$ cat src/rtl/ppu_pkg.sv
// Shared types and frame geometry for the PPU framebuffer writer.
// The front/back buffer swap is enabled with `define FB_DOUBLE_BUFFER_EN.
package ppu_pkg;

    typedef enum logic [1:0] {
        H_BLANK = 2'd0,
        V_BLANK = 2'd1,
        SCAN    = 2'd2,
        DRAW    = 2'd3
    } PPU_STATES_t;

    typedef enum logic [1:0] {
        F_DRAW   = 2'd0,
        F_DRAIN  = 2'd1,
        F_VBLANK = 2'd2
    } FRAME_STATES_t;

    localparam int unsigned FB_W    = 160;
    localparam int unsigned FB_H    = 144;
    localparam int unsigned FB_SIZE = FB_W * FB_H;
    localparam int unsigned X_W     = 8;
    localparam int unsigned Y_W     = 8;

    // Shade for colour index idx is bgp[2*idx+1 : 2*idx].
    function automatic logic [1:0] bgp_shade(input logic [7:0] bgp, input logic [1:0] idx);
        logic [2:0] msb;
        msb = {idx, 1'b1};
        return bgp[msb -: 2];
    endfunction

endpackage

$ cat src/rtl/ppu_px_fifo.sv
// Synchronous FIFO queueing framebuffer writes; count is the pointer difference
// with one extra wrap bit so full and empty are distinguishable.
module ppu_px_fifo #(
    parameter int unsigned WIDTH = 18,
    parameter int unsigned DEPTH = 8
) (
    input  logic             clk,
    input  logic             rst,
    input  logic             push,
    input  logic             pop,
    input  logic [WIDTH-1:0] din,
    output logic [WIDTH-1:0] dout,
    output logic             full,
    output logic             empty
);

    localparam int unsigned PTR_W = $clog2(DEPTH);

    logic [WIDTH-1:0] mem [DEPTH];
    logic [PTR_W:0]   wr_ptr;
    logic [PTR_W:0]   rd_ptr;
    logic [PTR_W:0]   count;
    logic             do_push;
    logic             do_pop;

    assign count   = wr_ptr - rd_ptr;
    assign full    = (count == (PTR_W + 1)'(DEPTH));
    assign empty   = (count == '0);
    assign do_pop  = pop && !empty;
    // A pop in the same cycle frees the slot, so a full FIFO can still take a push.
    assign do_push = push && (!full || do_pop);
    assign dout    = mem[rd_ptr[PTR_W-1:0]];

    always_ff @(posedge clk) begin
        if (rst) begin
            wr_ptr <= '0;
            rd_ptr <= '0;
        end else begin
            if (do_push) wr_ptr <= wr_ptr + (PTR_W + 1)'(1);
            if (do_pop)  rd_ptr <= rd_ptr + (PTR_W + 1)'(1);
        end
    end

    always_ff @(posedge clk) begin
        if (do_push) mem[wr_ptr[PTR_W-1:0]] <= din;
    end

endmodule

$ cat src/rtl/ppu_frame_writer.sv
// PPU pixel sink: tracks x/y, maps colour through BGP, queues framebuffer writes and
// sequences end-of-frame. `define FB_DOUBLE_BUFFER_EN enables front/back buffer swapping.
module ppu_frame_writer
    import ppu_pkg::*;
#(
    parameter int unsigned FIFO_DEPTH = 8,
    parameter int unsigned ADDR_W     = 16
) (
    input  logic              clk,
    input  logic              rst,
    input  logic [1:0]        px_in,
    input  logic              px_valid,
    input  logic [1:0]        ppu_mode,
    input  logic [7:0]        bgp,
    output logic              fb_wr_en,
    output logic [ADDR_W-1:0] fb_wr_addr,
    output logic [1:0]        fb_wr_data,
    input  logic              fb_wr_ready,
    output logic              fb_front,
    output logic              frame_done,
    output logic              overflow
);

    localparam int unsigned ENTRY_W = ADDR_W + 2;

    PPU_STATES_t       mode;
    PPU_STATES_t       mode_q;
    FRAME_STATES_t     fstate;
    FRAME_STATES_t     fstate_nx;
    logic [X_W-1:0]    x;
    logic [Y_W-1:0]    y;
    logic              accept;
    logic              pop;
    logic              full;
    logic              empty;
    logic              drop;
    logic              vblank_entry;
    logic              line_end;
    logic              done_nx;
    logic              front_q;
    logic [ADDR_W-1:0] base;
    logic [ADDR_W-1:0] row_off;
    logic [ADDR_W-1:0] px_addr;
    logic [ENTRY_W-1:0] din;
    logic [ENTRY_W-1:0] dout;

    assign mode         = PPU_STATES_t'(ppu_mode);
    assign vblank_entry = (mode == V_BLANK) && (mode_q != V_BLANK);
    assign line_end     = (mode == H_BLANK) && (mode_q == DRAW);
    assign accept       = px_valid && (mode == DRAW) && (x < X_W'(FB_W))
                          && (y < Y_W'(FB_H)) && (fstate == F_DRAW);
    assign pop          = fb_wr_en && fb_wr_ready;
    assign drop         = accept && full && !pop;

`ifdef FB_DOUBLE_BUFFER_EN
    // Writes always target the buffer the display is not reading.
    assign base     = front_q ? '0 : ADDR_W'(FB_SIZE);
    assign fb_front = front_q;
`else
    assign base     = '0;
    assign fb_front = 1'b0;
`endif

    // y*160 as (y<<7)+(y<<5).
    assign row_off = (ADDR_W'(y) << 7) + (ADDR_W'(y) << 5);
    assign px_addr = base + row_off + ADDR_W'(x);
    assign din     = {px_addr, bgp_shade(bgp, px_in)};

    ppu_px_fifo #(
        .WIDTH (ENTRY_W),
        .DEPTH (FIFO_DEPTH)
    ) u_fifo (
        .clk   (clk),
        .rst   (rst),
        .push  (accept),
        .pop   (pop),
        .din   (din),
        .dout  (dout),
        .full  (full),
        .empty (empty)
    );

    assign fb_wr_en   = !empty;
    assign fb_wr_addr = empty ? '0 : dout[ENTRY_W-1:2];
    assign fb_wr_data = empty ? '0 : dout[1:0];

    always_ff @(posedge clk) begin
        if (rst) begin
            x        <= '0;
            y        <= '0;
            mode_q   <= SCAN;
            overflow <= 1'b0;
        end else begin
            mode_q <= mode;
            if (vblank_entry) begin
                x <= '0;
                y <= '0;
            end else if (line_end) begin
                x <= '0;
                if (y < Y_W'(FB_H)) y <= y + Y_W'(1);
            end else if (accept) begin
                x <= x + X_W'(1);
            end
            if (drop) overflow <= 1'b1;
        end
    end

    // Frame FSM state register, with the registered end-of-frame outputs.
    always_ff @(posedge clk) begin
        if (rst) begin
            fstate     <= F_DRAW;
            frame_done <= 1'b0;
            front_q    <= 1'b0;
        end else begin
            fstate     <= fstate_nx;
            frame_done <= done_nx;
`ifdef FB_DOUBLE_BUFFER_EN
            if (done_nx) front_q <= !front_q;
`endif
        end
    end

    always_comb begin
        fstate_nx = fstate;
        case (fstate)
            F_DRAW:   if (vblank_entry) fstate_nx = F_DRAIN;
            F_DRAIN:  if (empty) fstate_nx = F_VBLANK;
            F_VBLANK: if (mode != V_BLANK) fstate_nx = F_DRAW;
            default:  fstate_nx = F_DRAW;
        endcase
    end

    // Frame is committed once the drain phase sees an empty queue.
    always_comb begin
        done_nx = 1'b0;
        if (fstate == F_DRAIN && empty) done_nx = 1'b1;
    end

endmodule
$ cat config.mk
export PLATFORM = sky130hd
export DESIGN_NAME = ppu_frame_writer
export DESIGN_NICKNAME = d
export VERILOG_FILES = /design/src/rtl/ppu_pkg.sv /design/src/rtl/ppu_px_fifo.sv /design/src/rtl/ppu_frame_writer.sv
export SDC_FILE = /design/constraint.sdc
export NUM_CORES = 1
export LEC_CHECK = 0
export CORE_MARGIN = 2
export CORE_UTILIZATION = 35
export DETAILED_ROUTE_END_ITERATION = 8
export PLACE_DENSITY = 0.6
export SYNTH_ARGS = -nofsm -noshare
export SYNTH_HDL_FRONTEND = slang
export SYNTH_SLANG_ARGS = --single-unit
$ cat constraint.sdc
create_clock -name clk -period 11.44 [get_ports clk]
set_input_delay 1.144 -clock clk [delete_from_list [all_inputs] [get_ports clk]]
set_output_delay 1.144 -clock clk [all_outputs]
set_load 0.01 [all_outputs]
==> results of run 1 <==
[state kept, by name, indices dropped and copies added, names as in the netlist, named ones only]
name	cells
mode_q	2
u_fifo.wr_ptr	4
u_fifo.rd_ptr	4
overflow	1
fstate	2
u_fifo.mem	144
x	8
y	8
frame_done	1
[path summary, 6_finish.rpt]
| check | from | endpoint | slack (ps) | cells past startpoint |
|---|---|---|---|---|
| max | u_fifo.wr_ptr[2] | fb_wr_addr[6] | 7310 | 7 |
| min | fstate[1] | fstate[0] | 470 | 1 |
| max reg2reg | y[0] | u_fifo.mem[4][16] | 8370 | 8 |
| min reg2reg | fstate[1] | fstate[0] | 470 | 1 |
[layout by cell type (no fill, tap or decap), types with 6 or more instances in the layout]
cell type / n
nand4_1: 6
xor2_1: 9
clkdlybuf4s50_1: 36
nor2_1: 45
nand2_1: 10
buf_4: 12
mux4_2: 38
clkbuf_16: 17
ha_1: 22
mux2i_1: 22
dfxtp_1: 32
inv_1: 15
xnor2_1: 9
a21oi_1: 9
o21ai_1: 6
edfxtp_1: 144
clkinv_4: 6
[worst reg2reg max path: cells and delay by family (launching register included)]
kind / cells / cell delay (ps)
xor gates and xnor gates: 1 / 550
adders and majority gates: 2 / 1000
AOI/OAI and AO/OA: 3 / 560
DFF: 1 / 440
buffers and inverters: 1 / 100
and+or+nand+nor: 1 / 120
[metrics by stage]
step,cell area [um2],util,std cells,setup WS [ps]
floorplan,7580,-,462,7150
global placement,8320,0.393,764,7840
detailed placement,8320,0.393,764,7750
CTS,8900,0.421,796,7290
global route,8900,0.421,796,7130
finish,8900,0.421,796,7310
[power groups by stage]
stage	Clock (uW)	Sequential, uW	Combinational [uW]
floorplan	0	721	211
global placement	0	722	338
detailed placement	0	723	342
CTS	566	709	343
global route	595	710	364
finish	553	709	334
[logic make-up after synthesis]
logic type | count (synthesis)
other | 1
AOI/OAI and AO/OA | 34
adders and majority gates | 24
muxes | 61
and+or+nand+nor | 108
buffers and inverters | 37
DFF | 177
xor gates and xnor gates | 20
[per-layer routing]
metal / GRT usage / share of wire / routed length, um
met5: 0 / 0 / 0
met2: 0.226 / 0.51 / 7300
met3: 0.0331 / 0.036 / 512
met1: 0.171 / 0.44 / 6360
met4: 0.0407 / 0.010 / 146
[final cells by class]
type | instances | area [um2] | share of cell area
multi-input combinational | 248 | 2480 | 0.278
inverter | 16 | 60.1 | 0.00675
timing repair buffer | 48 | 450 | 0.0506
sequential | 177 | 4990 | 0.560
clock buffer | 17 | 425 | 0.0478
tap | 275 | 344 | 0.0387
clock inverter | 15 | 158 | 0.0177
==> flow_metrics.tcl, run 1 <==
set metrics [dict create \
    switching_power_uw 418 \
    post_cts_buffers 0 \
    fillCellCount 1829 \
    via_count 3982 \
    start_util 0.358 \
    nNetsFinal 548 \
    grt_use_total 0.134 \
    min_period_ps 4130 \
    synthTopCellsByCount "144 x edfxtp_1, 45 x nor2_1, 38 x mux4_2" \
    fin_skew_ps 15.4 \
    cp-end-kind "primary output" \
    async_reset_ff_frac 0 \
    grt_pass1_vias 4043 \
    drt_wl_total_um 14300 \
    ios 38 \
    arrival_ps 2980 \
    cap_violations 0 \
    area_delta_synth_final_pct 17.5 \
    clockBufferDepth 2 \
    netSwitchingFraction 0.262 \
    p_leak_uw 0.00302 \
    muxShareOfSynthArea 0.144 \
    netlist_top_cells_area "edfxtp_1 57%, mux4_2 11%, dfxtp_1 8.7%" \
    grt_max_degree 37 \
    htreeDepth 4 \
    clkTransAtPathRegs_ps 70 \
    coreArea_mm2 0.0212 \
    synth.most_common_cell "edfxtp_1" \
    synth_top_family_by_area "multiplexers" \
    die_area_mm2 0.0228 \
    tns_ps 0 \
    intPower_uw 1180 \
    fp.dieH_um 151 \
    synth.distinct_cells 54 \
    firstDrtPassIters 4 \
    hold_buffers 0 \
    gp_congestion 0.782 \
    drtAntennaViolNets 0 \
    synth_area_mm2 0.00758 \
    synth_ff_type "edfxtp_1" \
    pwr-share-seq 0.444 \
    outcome "completed" \
    wl_per_cell_um 18.0 \
    report.final.slew_viol_count 0 \
    required_ps 10300 \
    crit_type "reg2out" \
    cts-resized-gates 0 \
    path_delay_family "buffers and inverters" \
    fin_hold_ws_ps 474 \
    num_rows 53 \
    drc 0 \
    timing.fmax_mhz 242 \
    io_buffers 36 \
    drive_gt1_frac 0.202 \
    grt_pass1_wl_um 22300 \
    overflow 0 \
    via_per_inst 5.00 \
    start_kind "flip-flop" \
    ys_seq_elements 177 \
    power_uw 1600 \
    synthAdderAreaFrac 0.0416 \
    slowest_stage "dfxtp_1" \
    dieWidth_um 151 \
    cts_tree "done" \
    pwr-share-clk 0.347 \
    peakVddDrop_mv 0.0981 \
    synthCells 462 \
    critical_path.cell_chain "ha_1 -> a21oi_2 -> a21oi_2 -> nor4_4 -> buf_4 -> nor2_1 -> clkdlybuf4s50_1" \
    rsz0062_at_grt "no" \
    comb_power_share 0.209 \
    slowest_delay_ps 570 \
    worst_pin_slew_ps 766 \
    cp_common_cell "a21oi_2" \
    synth_xor_area_frac 0.0251 \
    avgSynthCellArea_um2 16.4 \
    synth_fp_nets 502 \
    clock_sinks 177 \
    synth-simple-area-share 0.0768 \
    synth_compound_area_frac 0.0342 \
    clockRootBuffer "clkbuf_16" \
    drt_iter0_drc 250 \
    diodes 0 \
    crit_buf_inv 2 \
    hpwl_um 8710 \
    numCtsBuffers 17 \
    hold_violations 0 \
    slew-limit-headroom 0.490 \
    setup_viol 0 \
    clk_latency_ps 430 \
    yosysWarningCount 0 \
    synth_top_area_frac 0.571 \
    antenna_found_initial 0 \
    synth-edff-count 144 \
    crit_fanout 21 \
    fin_crit_sh 0.361 \
    seq_area_frac_synth 0.658 \
    synth_top_area_cell "edfxtp_1" \
    power_density_mw_per_mm2 179 \
    holdCritPathClass "reg2reg" \
]
(Power assumes the default switching activity.)
==> run 2: changes to the inputs <==
==> constraint.sdc (replaced) <==
create_clock -name clk -period 4.03 [get_ports clk]
set_input_delay 0.403 -clock clk [delete_from_list [all_inputs] [get_ports clk]]
set_output_delay 0.403 -clock clk [all_outputs]
set_load 0.01 [all_outputs]
==> flow_metrics.tcl, run 2 (synthesis results as in run 1) <==
set metrics [dict create \
    power_uw 4700 \
    drt_wl_total_um 14300 \
    via_per_inst 5.05 \
    crit_fanout 18 \
    mostFrequentLayoutCells "144 x edfxtp_1, 45 x nor2_1, 38 x mux4_2" \
    critical_path.cell_chain "ha_1 -> a21oi_2 -> a21oi_2 -> nor4_4 -> buf_4 -> nor2_1 -> clkdlybuf4s50_1" \
    overflow 0 \
    worst_pin_slew_ps 935 \
    crit_type "reg2out" \
    cts_tree "done" \
    start_util 0.358 \
    ios 38 \
    holdCritPathClass "reg2reg" \
    cap_violations 0 \
    largest_reg_flops 144 \
    coreArea_mm2 0.0212 \
    start_kind "flip-flop" \
    slowest_delay_ps 550 \
    peakVddDrop_mv 0.244 \
    clock_sinks 177 \
    htreeDepth 4 \
    slowest_stage "dfxtp_1" \
    num_rows 53 \
    grt_pass1_wl_um 22200 \
    mostFrequentLayoutCell "edfxtp_1" \
    required_ps 3630 \
    cp_common_cell "a21oi_2" \
    drt_iter0_drc 263 \
    clk_latency_ps 430 \
    clockRootBuffer "clkbuf_16" \
    via_count 4026 \
    grt_pass1_vias 4084 \
    io_buffers 36 \
    gp_congestion 0.750 \
    cts-resized-gates 0 \
    post_cts_buffers 0 \
    p_leak_uw 0.00307 \
    setup_viol 0 \
    hold_violations 0 \
    die_area_mm2 0.0228 \
    final_util 0.424 \
    tns_ps 0 \
    hold_buffers 0 \
    area_delta_synth_final_pct 18.4 \
    antenna_found_initial 0 \
    power_density_mw_per_mm2 524 \
    drtAntennaViolNets 0 \
    fin_crit_sh 0.871 \
    report.final.slew_viol_count 0 \
    min_period_ps 3510 \
    numCtsBuffers 17 \
    clkTransAtPathRegs_ps 70 \
    dieWidth_um 151 \
    hpwl_um 9080 \
    timing.fmax_mhz 285 \
    grt_use_total 0.134 \
    cp-end-kind "primary output" \
    drc 0 \
    arrival_ps 3110 \
    diodes 0 \
    slew-limit-headroom 0.376 \
    fin_skew_ps 12.6 \
    grt_max_degree 21 \
    clockBufferDepth 2 \
    nNetsFinal 550 \
    rsz0062_at_grt "no" \
    firstDrtPassIters 4 \
    fp.dieH_um 151 \
    wl_per_cell_um 17.9 \
    outcome "completed" \
    drive_gt1_frac 0.203 \
]
run 2: through the flow:
| stage | setup slack [ps] | hold slack [ps] | cells | area (um2) |
|---|---|---|---|---|
| final | 518 | 471 | 798 | 8970 |
| after global routing | 328 | 508 | 798 | 8970 |
| after CTS | 459 | 474 | 798 | 8970 |
| after detailed placement | 881 | 464 | 766 | 8350 |
| after global placement | 1040 | 446 | 766 | 8350 |
| after floorplan | 50.7 | 421 | 462 | 7580 |
run 2: cell type report:
class	instances	area, um2
Multi-Input combinational cell	248	2480
Timing Repair Buffer	50	478
Tap cell	275	344
Fill cell	1855	12200
Clock buffer	18	429
Inverter	16	60.1
Sequential cell	177	4990
Clock inverter	14	200
run 2: worst max-delay path: cells and delay by family (launching register included):
kind	cells	cell delay, ps
AO/OA/AOI/OAI	2	410
adder cells (fa/ha/maj)	1	370
buffers and inverters	2	820
flip-flops	1	550
AND/OR/NAND/NOR	2	520
run 2: worst paths after layout:
kind / startpoint / end / slack [ps] / depth (start not counted)
min reg2reg: fstate[1] / fstate[0] / 470 / 1
max: u_fifo.wr_ptr[2] / fb_wr_addr[6] / 520 / 7
min: fstate[1] / fstate[0] / 470 / 1
max reg2reg: y[0] / u_fifo.mem[2][16] / 930 / 8
run 2: per-layer routing:
metal  up-vias  global-route usage  share of wire
met5         -                   0              0
met4         0              0.0463          0.011
met3        11              0.0328          0.035
met2        73               0.228           0.51
met1      2065               0.167           0.44
li1       1877                   -              -
run 2: where the power goes:
group	internal, uW	switching [uW]	leakage (uW)
registers	1990	67.7	0.00163
clock network	1050	692	0.000304
logic	495	407	0.00113
==> run 3: changes to the inputs <==
--- a/config.mk
+++ b/config.mk
@@ -8,6 +8,7 @@
 export CORE_MARGIN = 2
 export CORE_UTILIZATION = 35
 export DETAILED_ROUTE_END_ITERATION = 8
+export HOLD_SLACK_MARGIN = 0.08
 export PLACE_DENSITY = 0.6
 export SYNTH_ARGS = -nofsm -noshare
 export SYNTH_HDL_FRONTEND = slang
==> results of run 3 <==
Same layout as run 2: the final DEF is identical, and so are final timing and power.
